**src/rtl/usr_pkg.sv**
```systemverilog
// usr_pkg: mode encodings and sequencer states shared by the universal shift engine
package usr_pkg;
  localparam logic [1:0] MODE_HOLD = 2'b00;
  localparam logic [1:0] MODE_SHR  = 2'b01;
  localparam logic [1:0] MODE_SHL  = 2'b10;
  localparam logic [1:0] MODE_LOAD = 2'b11;
  typedef enum logic [1:0] {IDLE, SHIFT, DONE} usr_state_t;
endpackage

```
**src/rtl/usr_shift_engine_if.sv**
```systemverilog
// usr_shift_engine_if: control/data bundle (mode, serial ins, pdin, burst request in; pdout, serial outs, busy/done out)
interface usr_shift_engine_if #(parameter int WIDTH = 8, parameter int CNT_W = 4);
  logic [1:0]       mode;
  logic             sin_r;
  logic             sin_l;
  logic [WIDTH-1:0] pdin;
  logic             start;
  logic [CNT_W-1:0] shift_cnt;
  logic [WIDTH-1:0] pdout;
  logic             sout_r;
  logic             sout_l;
  logic             busy;
  logic             done;
  modport master (output mode, sin_r, sin_l, pdin, start, shift_cnt, input pdout, sout_r, sout_l, busy, done);
  modport slave  (input mode, sin_r, sin_l, pdin, start, shift_cnt, output pdout, sout_r, sout_l, busy, done);
endinterface

```
**src/rtl/usr_bit_cell.sv**
```systemverilog
// usr_bit_cell: one register bit; sel 00 hold, 01 r_in, 10 l_in, 11 d, sync reset rst clears q
module usr_bit_cell
  import usr_pkg::*;
(
  input  logic       clk,
  input  logic       rst,
  input  logic [1:0] sel,
  input  logic       r_in,
  input  logic       l_in,
  input  logic       d,
  output logic       q
);
  logic nxt;
  always_comb nxt = sel == MODE_SHR ? r_in : sel == MODE_SHL ? l_in : sel == MODE_LOAD ? d : q;
  always_ff @(posedge clk)
    if (rst) q <= 1'b0;
    else q <= nxt;
endmodule

```
**src/rtl/usr_shift_engine.sv**
```systemverilog
// usr_shift_engine: universal shift register with N-shift burst sequencer; clk, rst, bus (slave) carries mode/serial/parallel/burst I/O
module usr_shift_engine
  import usr_pkg::*;
#(
  parameter int WIDTH = 8,
  parameter int CNT_W = 4
) (
  input logic               clk,
  input logic               rst,
  usr_shift_engine_if.slave bus
);
  usr_state_t       state, state_n;
  logic             dir_l, dir_l_n;
  logic [CNT_W-1:0] rem, rem_n;
  logic [1:0]       sel;
  logic             accept;
  logic [WIDTH-1:0] q, rn, ln;
  assign rn = {bus.sin_r, q[WIDTH-1:1]};
  assign ln = {q[WIDTH-2:0], bus.sin_l};
  always_comb begin
    accept  = state == IDLE && bus.start && (bus.mode == MODE_SHR || bus.mode == MODE_SHL);
    sel     = state == SHIFT ? (dir_l ? MODE_SHL : MODE_SHR) :
              state == DONE ? MODE_HOLD :
              accept && bus.shift_cnt == '0 ? MODE_HOLD : bus.mode;
    dir_l_n = accept ? bus.mode == MODE_SHL : dir_l;
    rem_n   = accept ? (bus.shift_cnt == '0 ? '0 : bus.shift_cnt - CNT_W'(1)) :
              state == SHIFT && rem != '0 ? rem - CNT_W'(1) : rem;
    state_n = state == IDLE ? (accept ? (bus.shift_cnt > CNT_W'(1) ? SHIFT : DONE) : IDLE) :
              state == SHIFT ? (rem <= CNT_W'(1) ? DONE : SHIFT) : IDLE;
  end
  always_ff @(posedge clk)
    if (rst) begin
      state <= IDLE;
      dir_l <= 1'b0;
      rem   <= '0;
    end else begin
      state <= state_n;
      dir_l <= dir_l_n;
      rem   <= rem_n;
    end
  for (genvar i = 0; i < WIDTH; i++) begin : g_cell
    usr_bit_cell u_cell (
      .clk  (clk),
      .rst  (rst),
      .sel  (sel),
      .r_in (rn[i]),
      .l_in (ln[i]),
      .d    (bus.pdin[i]),
      .q    (q[i])
    );
  end
  assign bus.pdout  = q;
  assign bus.sout_r = q[0];
  assign bus.sout_l = q[WIDTH-1];
  assign bus.busy   = state != IDLE;
  assign bus.done   = state == DONE;
endmodule

```
**src/flat_wrapper.sv**
```systemverilog
// flat-port wrapper written by rule: the top's interface ports become plain ports
module usr_shift_engine_flat import usr_pkg::*;
#(
  parameter int WIDTH = 8,
  parameter int CNT_W = 4
)
  (clk, rst, bus_mode, bus_sin_r, bus_sin_l, bus_pdin, bus_start, bus_shift_cnt, bus_pdout, bus_sout_r, bus_sout_l, bus_busy, bus_done);
  usr_shift_engine_if #(.WIDTH(WIDTH), .CNT_W(CNT_W)) bus_i ();
  input logic clk;
  input logic rst;
  input wire logic [$bits(bus_i.mode)-1:0] bus_mode;
  input wire logic [$bits(bus_i.sin_r)-1:0] bus_sin_r;
  input wire logic [$bits(bus_i.sin_l)-1:0] bus_sin_l;
  input wire logic [$bits(bus_i.pdin)-1:0] bus_pdin;
  input wire logic [$bits(bus_i.start)-1:0] bus_start;
  input wire logic [$bits(bus_i.shift_cnt)-1:0] bus_shift_cnt;
  output wire logic [$bits(bus_i.pdout)-1:0] bus_pdout;
  output wire logic [$bits(bus_i.sout_r)-1:0] bus_sout_r;
  output wire logic [$bits(bus_i.sout_l)-1:0] bus_sout_l;
  output wire logic [$bits(bus_i.busy)-1:0] bus_busy;
  output wire logic [$bits(bus_i.done)-1:0] bus_done;
  assign bus_i.mode = bus_mode;
  assign bus_i.sin_r = bus_sin_r;
  assign bus_i.sin_l = bus_sin_l;
  assign bus_i.pdin = bus_pdin;
  assign bus_i.start = bus_start;
  assign bus_i.shift_cnt = bus_shift_cnt;
  assign bus_pdout = bus_i.pdout;
  assign bus_sout_r = bus_i.sout_r;
  assign bus_sout_l = bus_i.sout_l;
  assign bus_busy = bus_i.busy;
  assign bus_done = bus_i.done;
  usr_shift_engine #(.WIDTH(WIDTH), .CNT_W(CNT_W)) u_core (.clk(clk), .rst(rst), .bus(bus_i));
endmodule
```
**config.mk**
```make
export PLATFORM = sky130hd
export DESIGN_NAME = usr_shift_engine_flat
export DESIGN_NICKNAME = d
export VERILOG_FILES = /design/src/rtl/usr_pkg.sv /design/src/rtl/usr_shift_engine_if.sv /design/src/rtl/usr_bit_cell.sv /design/src/rtl/usr_shift_engine.sv /design/src/flat_wrapper.sv
export SDC_FILE = /design/constraint.sdc
export NUM_CORES = 1
export LEC_CHECK = 0
export ABC_AREA = 1
export CAP_MARGIN = 20
export CORE_ASPECT_RATIO = 0.6
export CORE_MARGIN = 1
export CORE_UTILIZATION = 30
export DETAILED_ROUTE_END_ITERATION = 12
export HOLD_SLACK_MARGIN = 0.03
export PLACE_DENSITY = 0.61
export REMOVE_ABC_BUFFERS = 1
export SYNTH_ARGS = -nofsm -noshare
export SYNTH_HDL_FRONTEND = slang
export SYNTH_HIERARCHICAL = 1
export SYNTH_SLANG_ARGS = --single-unit
```
**constraint.sdc**
```tcl
create_clock -name clk -period 7.6 [get_ports clk]
set_input_delay 1.52 -clock clk [delete_from_list [all_inputs] [get_ports clk]]
set_output_delay 1.52 -clock clk [all_outputs]
set_load 0.01 [all_outputs]
```
After elaboration in Yosys (flattened, before gate mapping)
Cells that the tools add are included.

storage, ports and cells
  register bits = 15
  input port bits = 19
  output and inout port bits = 12
  word-level logic and storage cells = 69

operators by class
  add/subtract/negate cells = 2
  magnitude comparators = 2
  eq/ne operators = 7
  mux-type cells = 36
  reductions and logical operators = 11

operators with widths
  kind                 number
  $mux 1               24
  $mux 2               9
  $mux 4               3
  $eq 2x2->1 const B   4
  $sub 4x1->4 const B  2
  $eq 2x1->1 const B   3
  $gt 4x1->1 const B   1
  $le 4x1->1 const B   1
  $logic_and 1x1->1    4
  $logic_not 4->1      1
  $reduce_bool 2->1    2
  $reduce_bool 4->1    1
  $reduce_bool 3->1    1
  $logic_not 2->1      1
  $logic_or 1x1->1     1

Longest topological paths before layout
Gate-level depths: netlist (run 1).

  word-level depth = 11
  depth in mapped cells = 13
  mapped depth without buffers = 13

Hierarchy
The synthesis (run 1) kept the hierarchy.

modules (own cells, without submodules)
  module            times used  cells each  area an instance (µm²)  sequential area each (µm²)
  usr_bit_cell      8           14          72.6                    20.0
  usr_shift_engine  1           86          551.8                   140.1

Worst setup path before layout (run 1)
No wires, ideal clock.

  path kind = input to register
  start point = input bus_mode[0]
  end point = register u_core.g_cell[0].u_cell.q
  setup time = 115 ps
  arrival time = 4197 ps
  required time = 7485 ps
  path slack = 3288 ps
  stages on the path = 13
  path buffers = 0
  cell sequence = inv_1 -> ha_1 -> inv_1 -> nand2_1 -> nor2_8 -> nand3_1 -> nand3_1 -> o21ai_0 -> inv_1 -> nand2_1 -> nand3_1 -> nand2_1 -> nor2_2

on the way
  word-level cells in the longest chain between the ends = 10

RTL lines
  element                                          line                    source
  start: declaration                               flat_wrapper.sv:11      input wire logic [$bits(bus_i.mode)-1:0] bus_mode;
  $eq 2x1->1 / $eq 2x2->1 (equally long branches)  usr_shift_engine.sv:21  accept = state == IDLE && bus.start && (bus.mode == MODE_SHR || bus.mode == MODE_SHL);
  $logic_or 1x1->1 (*)                             usr_shift_engine.sv:21
  $logic_and 1x1->1 (*)                            usr_shift_engine.sv:21
  $logic_and 1x1->1 (*)                            usr_shift_engine.sv:24  accept && bus.shift_cnt == '0 ? MODE_HOLD : bus.mode;
  $mux 2 (*)                                       usr_shift_engine.sv:24
  $mux 2 (*)                                       usr_shift_engine.sv:23  state == DONE ? MODE_HOLD :
  $mux 2 (*)                                       usr_shift_engine.sv:22  sel = state == SHIFT ? (dir_l ? MODE_SHL : MODE_SHR) :
  named net u_core.sel[1]                          usr_shift_engine.sv:15  logic [1:0] sel;
  $eq 2x2->1                                       usr_bit_cell.sv:14      always_comb nxt = sel == MODE_SHR ? r_in : sel == MODE_SHL ? l_in : sel == MODE_LOAD ? d : q;
  $mux 1 (2 in a row)                              usr_bit_cell.sv:14
  end signal: assignment                           usr_bit_cell.sv:17      else q <= nxt;
  end: declaration                                 usr_bit_cell.sv:11      output logic q

Mark *: on every way through the listed nets, which the timed path passes. The rest lies on a longest branch.
A chain may end at the register's enable or synchronous reset.

Final worst setup path (run 1)
  start point = input bus_mode[0]
  end point = register u_core.g_cell[4].u_cell.q

on the way
  word-level cells in the longest chain between the ends = 10

RTL lines
  element                                          line
  $eq 2x1->1 / $eq 2x2->1 (equally long branches)  usr_shift_engine.sv:21
  $logic_or 1x1->1 (*)                             usr_shift_engine.sv:21
  $logic_and 1x1->1 (*)                            usr_shift_engine.sv:21
  $logic_and 1x1->1 (*)                            usr_shift_engine.sv:24
  $mux 2 (*)                                       usr_shift_engine.sv:24
  $mux 2 (*)                                       usr_shift_engine.sv:23
  $mux 2 (*)                                       usr_shift_engine.sv:22
  named net u_core.sel[1]                          usr_shift_engine.sv:15
  $eq 2x2->1                                       usr_bit_cell.sv:14
  $mux 1 (2 in a row)                              usr_bit_cell.sv:14
  end signal: assignment                           usr_bit_cell.sv:17
  end: declaration                                 usr_bit_cell.sv:11

Marked as above.

==> qor.txt, run 1 <==
Result of the run -> finished clean
Endpoint kind of the worst setup timing path -> register
Buffers & Inverters on Critical Path -> 5
Chip Width -> 81.32 um
Via count -> 1149
Wire length per cell -> 9.094 um
Post-synthesis instance area -> 0.001132 sq mm
Power Dens Cells -> 186.4 mW/mm^2
Total Wirelength -> 2519 um
Average instance area after synthesis -> 5.719 sq um
Family with the most delay on the worst path -> buffers and inverters
Final HPWL from detailed placement -> 1920 um
Cells along the critical path -> clkdlybuf4s50_1 -> inv_1 -> ha_1 -> inv_1 -> nand2_1 -> nor2_8 -> nand3_1 -> nand3_1 -> o21ai_2 -> buf_8 -> inv_1 -> nand2_1 -> nand3_1 -> nand2_1 -> nor2_2
Sw power -> 104.9 uW
IR drop worst, VDD -> 0.07764 mV
Unrepaired setup endpoints after global routing -> false
Minimum period implied by the final worst setup slack -> 3.400 ns
Resize count post-CTS -> 0
Height of the die -> 49.59 um
Share of power burned in combinational logic -> 41.7%
Max-cap viol count -> 0
Setup total negative slack -> 0 ns
Number of rows in the core area -> 16
Final worst path period share -> 44.73%
FF-to-FF path depth -> 12
Wire length of the first global-routing pass -> 4133 um
Via count of the first global-routing pass -> 884
Detailed route wirelength on metal2 -> 877 um
DIE AREA -> 0.004032 sq mm
Worst EP required -> 7.75 ns
NumNets Final -> 256
Highest layer used for signal routing -> met4
Filler instances -> 372
Number of endpoints with negative hold slack in the final report -> 0
Maximum number of pins on one net before global-route repair -> 33
Upper clock frequency limit -> 0.2942 GHz
CP max stage cell -> clkdlybuf4s50_1
Count of pins on the block boundary -> 31
Sequential group share of total power -> 35.1%
First-pass detailed-route iteration total -> 4
Register area -> 300.3 sq um
Residual DRC count -> 0
Met1 layer wirelength in the final routing -> 1424 um
Cts bufs inserted -> 3
Transition time at the pin with the least slew margin -> 0.4444 ns
Flops & latches, synth -> 15
Depth of the CTS H-tree -> 1
Power Internal -> 183.1 uW
Initial antenna violation count -> 0
Final Worst Setup Slack -> 4.200 ns
Worst min-delay path category -> reg -> reg
Source-to-sink clock delay at the later pin of the worst-skew pair -> 0.25 ns
Relative slew margins -> 70.28%
Final Hold Slack -> 0.4905 ns
Switching power share of the total -> 36.43%
Placeable core region -> 0.003423 sq mm
Cell count after synthesis -> 198
Total design power -> 288.0 uW
Total setup buffers inserted after CTS -> 0
Yosys warning total -> 6
Antenna diode instance count -> 0
Area taken by multi-input logic gates -> 651.9 sq um
Pins Over Slew Limit -> 0
Endpoint of the most critical register-to-register path -> u_core/g_cell[4].u_cell/q
Routability-driven placement congestion ratio -> 0.8110
Post-route non-filler standard cell count -> 277
Crit path DAT -> 3.55 ns
Setup violations, final -> 0
Number of buffers inserted for hold repair after clock tree synthesis -> 0
Buffer cell driving the clock tree root -> clkbuf_8
Syn-to-layout area delta -> 36.46%
Aggregate global routing overflow -> 0
Fraction of layout instances using a drive strength above 1 -> 9.052%
Vias per cell -> 4.148
Critical Path Fanout Max -> 28
CTS Sinks -> 15
Static leakage power -> 0.0007638 uW
Maximum clock path buffer count -> 2
Last element of the critical path -> u_core/g_cell[4].u_cell/q
Clock tree from TritonCTS -> built
Clock Power Share -> 23.2%
Final Skew -> 0.004276 ns
PortBufs -> 30
Class of the most critical setup path -> in -> reg
Effective utilization at floorplan -> 33.08%
Post-Place Worst Slack -> 3.472 ns
Count of placed standard cells including taps -> 271
Routed length on met3 -> 201 um
Aggregate global-route resource usage -> 13.53%
Number of distinct standard cells referenced by the synthesized netlist -> 20
Biggest cell delay along the critical path -> 0.49 ns
Worst reg2reg path startpoint -> u_core/state[1]
CTS clock-pin slew for the worst setup and hold paths -> 0.06 ns
Sequential area share after synthesis -> 26.52%
Setup slack of the most critical reg-to-reg path -> 5.93 ns
Worst setup path start -> bus_mode[0]
Post-route ant nets -> 0
Total stage count of the critical path -> 15
Category of the worst setup path launch point -> primary input
Starting DRT DRC Count -> 95
synth_stat cells, drive strengths merged:
| master | instances | area (sq um) |
|---|---|---|
| nand2 | 56 | 215.2 |
| o22ai | 1 | 6.260 |
| ha | 4 | 50.05 |
| and2 | 1 | 6.260 |
| dfxtp | 15 | 300.3 |
| nand4 | 1 | 6.260 |
| buf | 2 | 15.01 |
| nor2 | 41 | 195.2 |
| nor3 | 2 | 10.01 |
| o21ai | 10 | 50.05 |
| nand3 | 15 | 80.08 |
| a21oi | 4 | 20.02 |
| xnor2 | 1 | 8.760 |
| inv | 45 | 168.9 |
kinds of logic (layout without fill, tap and decap cells):
| kind of cell | count (synthesis) | after routing | share of synthesized area, % |
|---|---|---|---|
| AOI/OAI and AO/OA | 15 | 15 | 6.741 |
| xor gates and xnor gates | 1 | 1 | 0.7736 |
| buffers and inverters | 47 | 81 | 16.24 |
| adders and majority gates | 4 | 4 | 4.420 |
| DFF | 15 | 15 | 26.52 |
| and+or+nand+nor | 116 | 116 | 45.30 |
layout by cell type, fill, tap and decap left out, types with 2 or more instances in the layout:
cell type | Yosys | layout
o21ai_0 | 8 | 7
a21oi_1 | 4 | 4
nor3_1 | 2 | 2
nor2_1 | 30 | 30
o21ai_1 | 2 | 2
dfxtp_1 | 15 | 15
ha_1 | 4 | 4
nand3_1 | 14 | 14
clkbuf_8 | 0 | 3
clkdlybuf4s50_1 | 0 | 30
nor2_2 | 10 | 10
inv_1 | 44 | 44
nand2_1 | 54 | 54
nand2_2 | 2 | 2
metal layers:
metal  global-route usage (%)  up-vias
li1                         -      651
met1                    22.53      465
met2                    15.14       30
met3                    5.000        3
met4                    2.679        0
met5                        0        -
metrics by stage:
| step | utilization, % | cell area [sq um] |
|---|---|---|
| CTS | 44.48 | 1523 |
| finish | 45.14 | 1545 |
| global route | 45.14 | 1545 |
| floorplan | - | 1117 |
| global placement | 43.17 | 1478 |
| detailed placement | 43.17 | 1478 |
worst min-delay path by stage:
stage	from	end	slack [ns]	cells after the start
after floorplan	u_core/rem[3]	u_core/rem[3]	0.45	2
after global placement	u_core/rem[3]	u_core/rem[3]	0.48	2
after detailed placement	u_core/rem[3]	u_core/rem[3]	0.48	2
after CTS	u_core/rem[3]	u_core/rem[3]	0.49	2
after global routing	u_core/rem[3]	u_core/rem[3]	0.52	2
final	u_core/rem[3]	u_core/rem[3]	0.49	2
power by group through the flow:
stage | sequential (uW) | combinational [uW] | clock (uW)
4_1_cts | 101 | 118 | 68.8
2_1_floorplan | 104 | 72.5 | 0
3_3_place_gp | 103 | 117 | 0
5_1_grt | 103 | 137 | 73.0
6_report | 101 | 120 | 66.9
3_5_place_dp | 103 | 118 | 0
worst register-to-register path, stage by stage (launching register included):
cell	delay, ns
dfxtp_1	0.38
nor2_2	0.08
inv_2	0.10
nor2_8	0.05
nand3_1	0.09
nand3_1	0.09
o21ai_2	0.26
buf_8	0.23
inv_1	0.06
nand2_1	0.05
nand3_1	0.07
nand2_1	0.07
nor2_2	0.03
flip-flops by register name, indices dropped and copies added (netlist names):
name and count:
u_core/dir_l 1, u_core/g_cell.u_cell/q 8, u_core/rem 4, u_core/state 2
area by class of cell:
cell class / count / share of cell area (%)
clock buffer: 4 / 2.915
inverter: 45 / 10.93
multi-input combinational: 136 / 42.19
sequential: 15 / 19.43
tap: 45 / 3.644
timing repair buffer: 32 / 20.89
(Power assumes the default switching activity.)
==> run 2: changes to the inputs <==
Clock period 7.6 ns to 3.3 ns, I/O delays scaled along.
==> run 2 against run 1 <==
Compared with the run above: register-to-register slack got worse by 4.3 ns; largest power group unchanged; worst hold slack got worse by 0.0024 ns; clock skew decreased by 0.0024 ns; critical endpoint is now u_core/g_cell[3].u_cell/q.
==> qor.txt, run 2 (synthesis results as in run 1) <==
Depth of the CTS H-tree -> 1 (unchanged)
Hold path endpoint -> u_core/rem[3]
Max-cap viol count -> 0 (unchanged)
Aggregate global-route resource usage -> 13.64% (+0.12 points)
Endpoint of the most critical register-to-register path -> u_core/g_cell[4].u_cell/q
Routability-driven placement congestion ratio -> 0.7881 (-2.8%)
Setup violations, final -> 0 (unchanged)
CTS Sinks -> 15 (unchanged)
Source-to-sink clock delay at the later pin of the worst-skew pair -> 0.25 ns (about the same)
Number of buffers inserted for hold repair after clock tree synthesis -> 0 (unchanged)
IR drop worst, VDD -> 0.2123 mV (+170%)
Buffer cell driving the clock tree root -> clkbuf_8
Number of endpoints with negative hold slack in the final report -> 0 (unchanged)
PortBufs -> 30 (unchanged)
CTS clock-pin slew for the worst setup and hold paths -> 0.06 ns (about the same)
FF-to-FF path depth -> 12 (unchanged)
Vias per cell -> 4.264 (+2.8%)
Antenna diode instance count -> 0 (unchanged)
Minimum period implied by the final worst setup slack -> 2.507 ns
Static leakage power -> 0.0007613 uW (-0.33%)
Total setup buffers inserted after CTS -> 0 (unchanged)
Post-route ant nets -> 0 (unchanged)
Worst reg2reg path startpoint -> u_core/state[1]
Flip-flop count of the largest register after layout -> 8 (unchanged)
Final worst path period share -> 75.97%
Pins Over Slew Limit -> 0 (unchanged)
Post-route non-filler standard cell count -> 277 (unchanged)
Register area -> 300.3 sq um (unchanged)
Worst min-delay path category -> reg -> reg
Final Worst Setup Slack -> 0.7932 ns (-3.407 ns)
Fraction of the core area covered by cells at the end of the flow -> 44.92% (-0.22 points)
NumNets Final -> 256 (unchanged)
Number of rows in the core area -> 16 (unchanged)
Residual DRC count -> 0 (unchanged)
Crit path DAT -> 2.65 ns (-0.90 ns)
Power Dens Cells -> 427.0 mW/mm^2 (+130%)
Count of pins on the block boundary -> 31 (unchanged)
Commonest cells after routing, fill and taps aside -> nand2_1, inv_1, clkdlybuf4s50_1, nor2_1, dfxtp_1
Height of the die -> 49.59 um (unchanged)
DIE AREA -> 0.004032 sq mm (unchanged)
Effective utilization at floorplan -> 33.08% (unchanged)
Result of the run -> finished clean
Clock tree from TritonCTS -> built
Endpoint kind of the worst setup timing path -> register
Class of the most critical setup path -> in -> reg
Unrepaired setup endpoints after global routing -> false
Worst setup path start -> bus_mode[0]
Total Wirelength -> 2499 um (-0.79%)
Cts bufs inserted -> 3 (unchanged)
Via count of the first global-routing pass -> 905 (+2.4%)
Critical Path Fanout Max -> 32 (+14%)
Leading registers by flop count -> u_core/g_cell.u_cell/q x8, u_core/rem x4, u_core/state x2
Final HPWL from detailed placement -> 1956 um (+1.9%)
Category of the worst setup path launch point -> primary input
Fraction of layout instances using a drive strength above 1 -> 9.052% (unchanged)
Transition time at the pin with the least slew margin -> 0.4173 ns (-0.02704 ns)
Most common cell after layout, fill and taps aside -> nand2_1
Wire length of the first global-routing pass -> 4209 um (+1.8%)
Upper clock frequency limit -> 0.3989 GHz
Start point of the worst hold path -> u_core/rem[3]
Wire length per cell -> 9.022 um (-0.79%)
Syn-to-layout area delta -> 35.80%
Starting DRT DRC Count -> 56 (-41%)
Count of placed standard cells including taps -> 273 (+0.74%)
Final Skew -> 0.001892 ns (-0.002384 ns)
Hold Path Depth -> 2 (unchanged)
Relative slew margins -> 72.09% (+1.8 points)
Total design power -> 656.6 uW (+130%)
Post-Place Worst Slack -> 0.5267 ns (-2.946 ns)
Via count -> 1181 (+2.8%)
Placeable core region -> 0.003423 sq mm (unchanged)
Maximum number of pins on one net before global-route repair -> 33 (unchanged)
Initial antenna violation count -> 0 (unchanged)
Largest reg by FF count -> u_core/g_cell.u_cell/q
Setup slack of the most critical reg-to-reg path -> 1.68 ns (-4.25 ns)
First-pass detailed-route iteration total -> 4 (unchanged)
Resize count post-CTS -> 0 (unchanged)
Filler instances -> 360 (-3.2%)
Maximum clock path buffer count -> 2 (unchanged)
Area taken by multi-input logic gates -> 651.9 sq um (unchanged)
Aggregate global routing overflow -> 0 (unchanged)
Worst EP required -> 3.44 ns (-4.31 ns)
Chip Width -> 81.32 um (unchanged)
==> run 2: cell counts in the layout (fill, tap and decap cells not counted) <==
Identical to the previous run, type by type.
==> run 2: worst max-delay path by stage <==
stage | slack (ns) | cells past startpoint | end
floorplan | -0.15 | 13 | u_core/g_cell[0].u_cell/q
global placement | 0.56 | 14 | u_core/g_cell[3].u_cell/q
detailed placement | 0.53 | 14 | u_core/g_cell[3].u_cell/q
CTS | 0.77 | 14 | u_core/g_cell[3].u_cell/q
global route | 0.59 | 15 | u_core/g_cell[0].u_cell/q
finish | 0.79 | 14 | u_core/g_cell[3].u_cell/q
==> run 2: metrics by stage <==
stage,hold WS (ns),setup TNS (ns),instance area (sq um)
floorplan,0.4508,-1.218,1117
global placement,0.4758,0,1493
detailed placement,0.4843,0,1493
CTS,0.4929,0,1538
global route,0.5339,0,1538
finish,0.4881,0,1538
==> run 2: area by class of cell <==
cell class | instances | share of cell area [%]
timing repair buffer | 32 | 20.50
inverter | 45 | 10.98
multi-input combinational | 136 | 42.39
sequential | 15 | 19.53
clock buffer | 4 | 2.929
tap | 45 | 3.662
==> run 2: power by group <==
| group | switching (uW) | leakage, uW | internal (uW) |
|---|---|---|---|
| Clock | 65.6 | 0.0000228 | 85.5 |
| Combinational | 147 | 0.000615 | 126 |
| Sequential | 24.8 | 0.000124 | 207 |
| Total | 237 | 0.000761 | 419 |
==> run 2: metal layers <==
metal | GRT usage (%) | wire length [um] | up-vias | share of wire, %
met3 | 4.444 | 185 | 2 | 7.4
met2 | 16.67 | 879 | 29 | 35
met1 | 21.97 | 1420 | 495 | 57
li1 | - | - | 655 | -
met5 | 0 | 0 | - | 0
met4 | 2.679 | 12 | 0 | 0.48
==> run 2: worst max-delay path: stages <==
cell and delay [ns]:
clkdlybuf4s50_1 0.48, inv_1 0.05, ha_1 0.28, inv_1 0.08, nand2_1 0.13, nor2_8 0.17, nand3_1 0.10, nand3_1 0.10
o21ai_2 0.05, buf_4 0.23, nand2_1 0.09, nand2_1 0.05, nor2_1 0.12, nor2_2 0.05
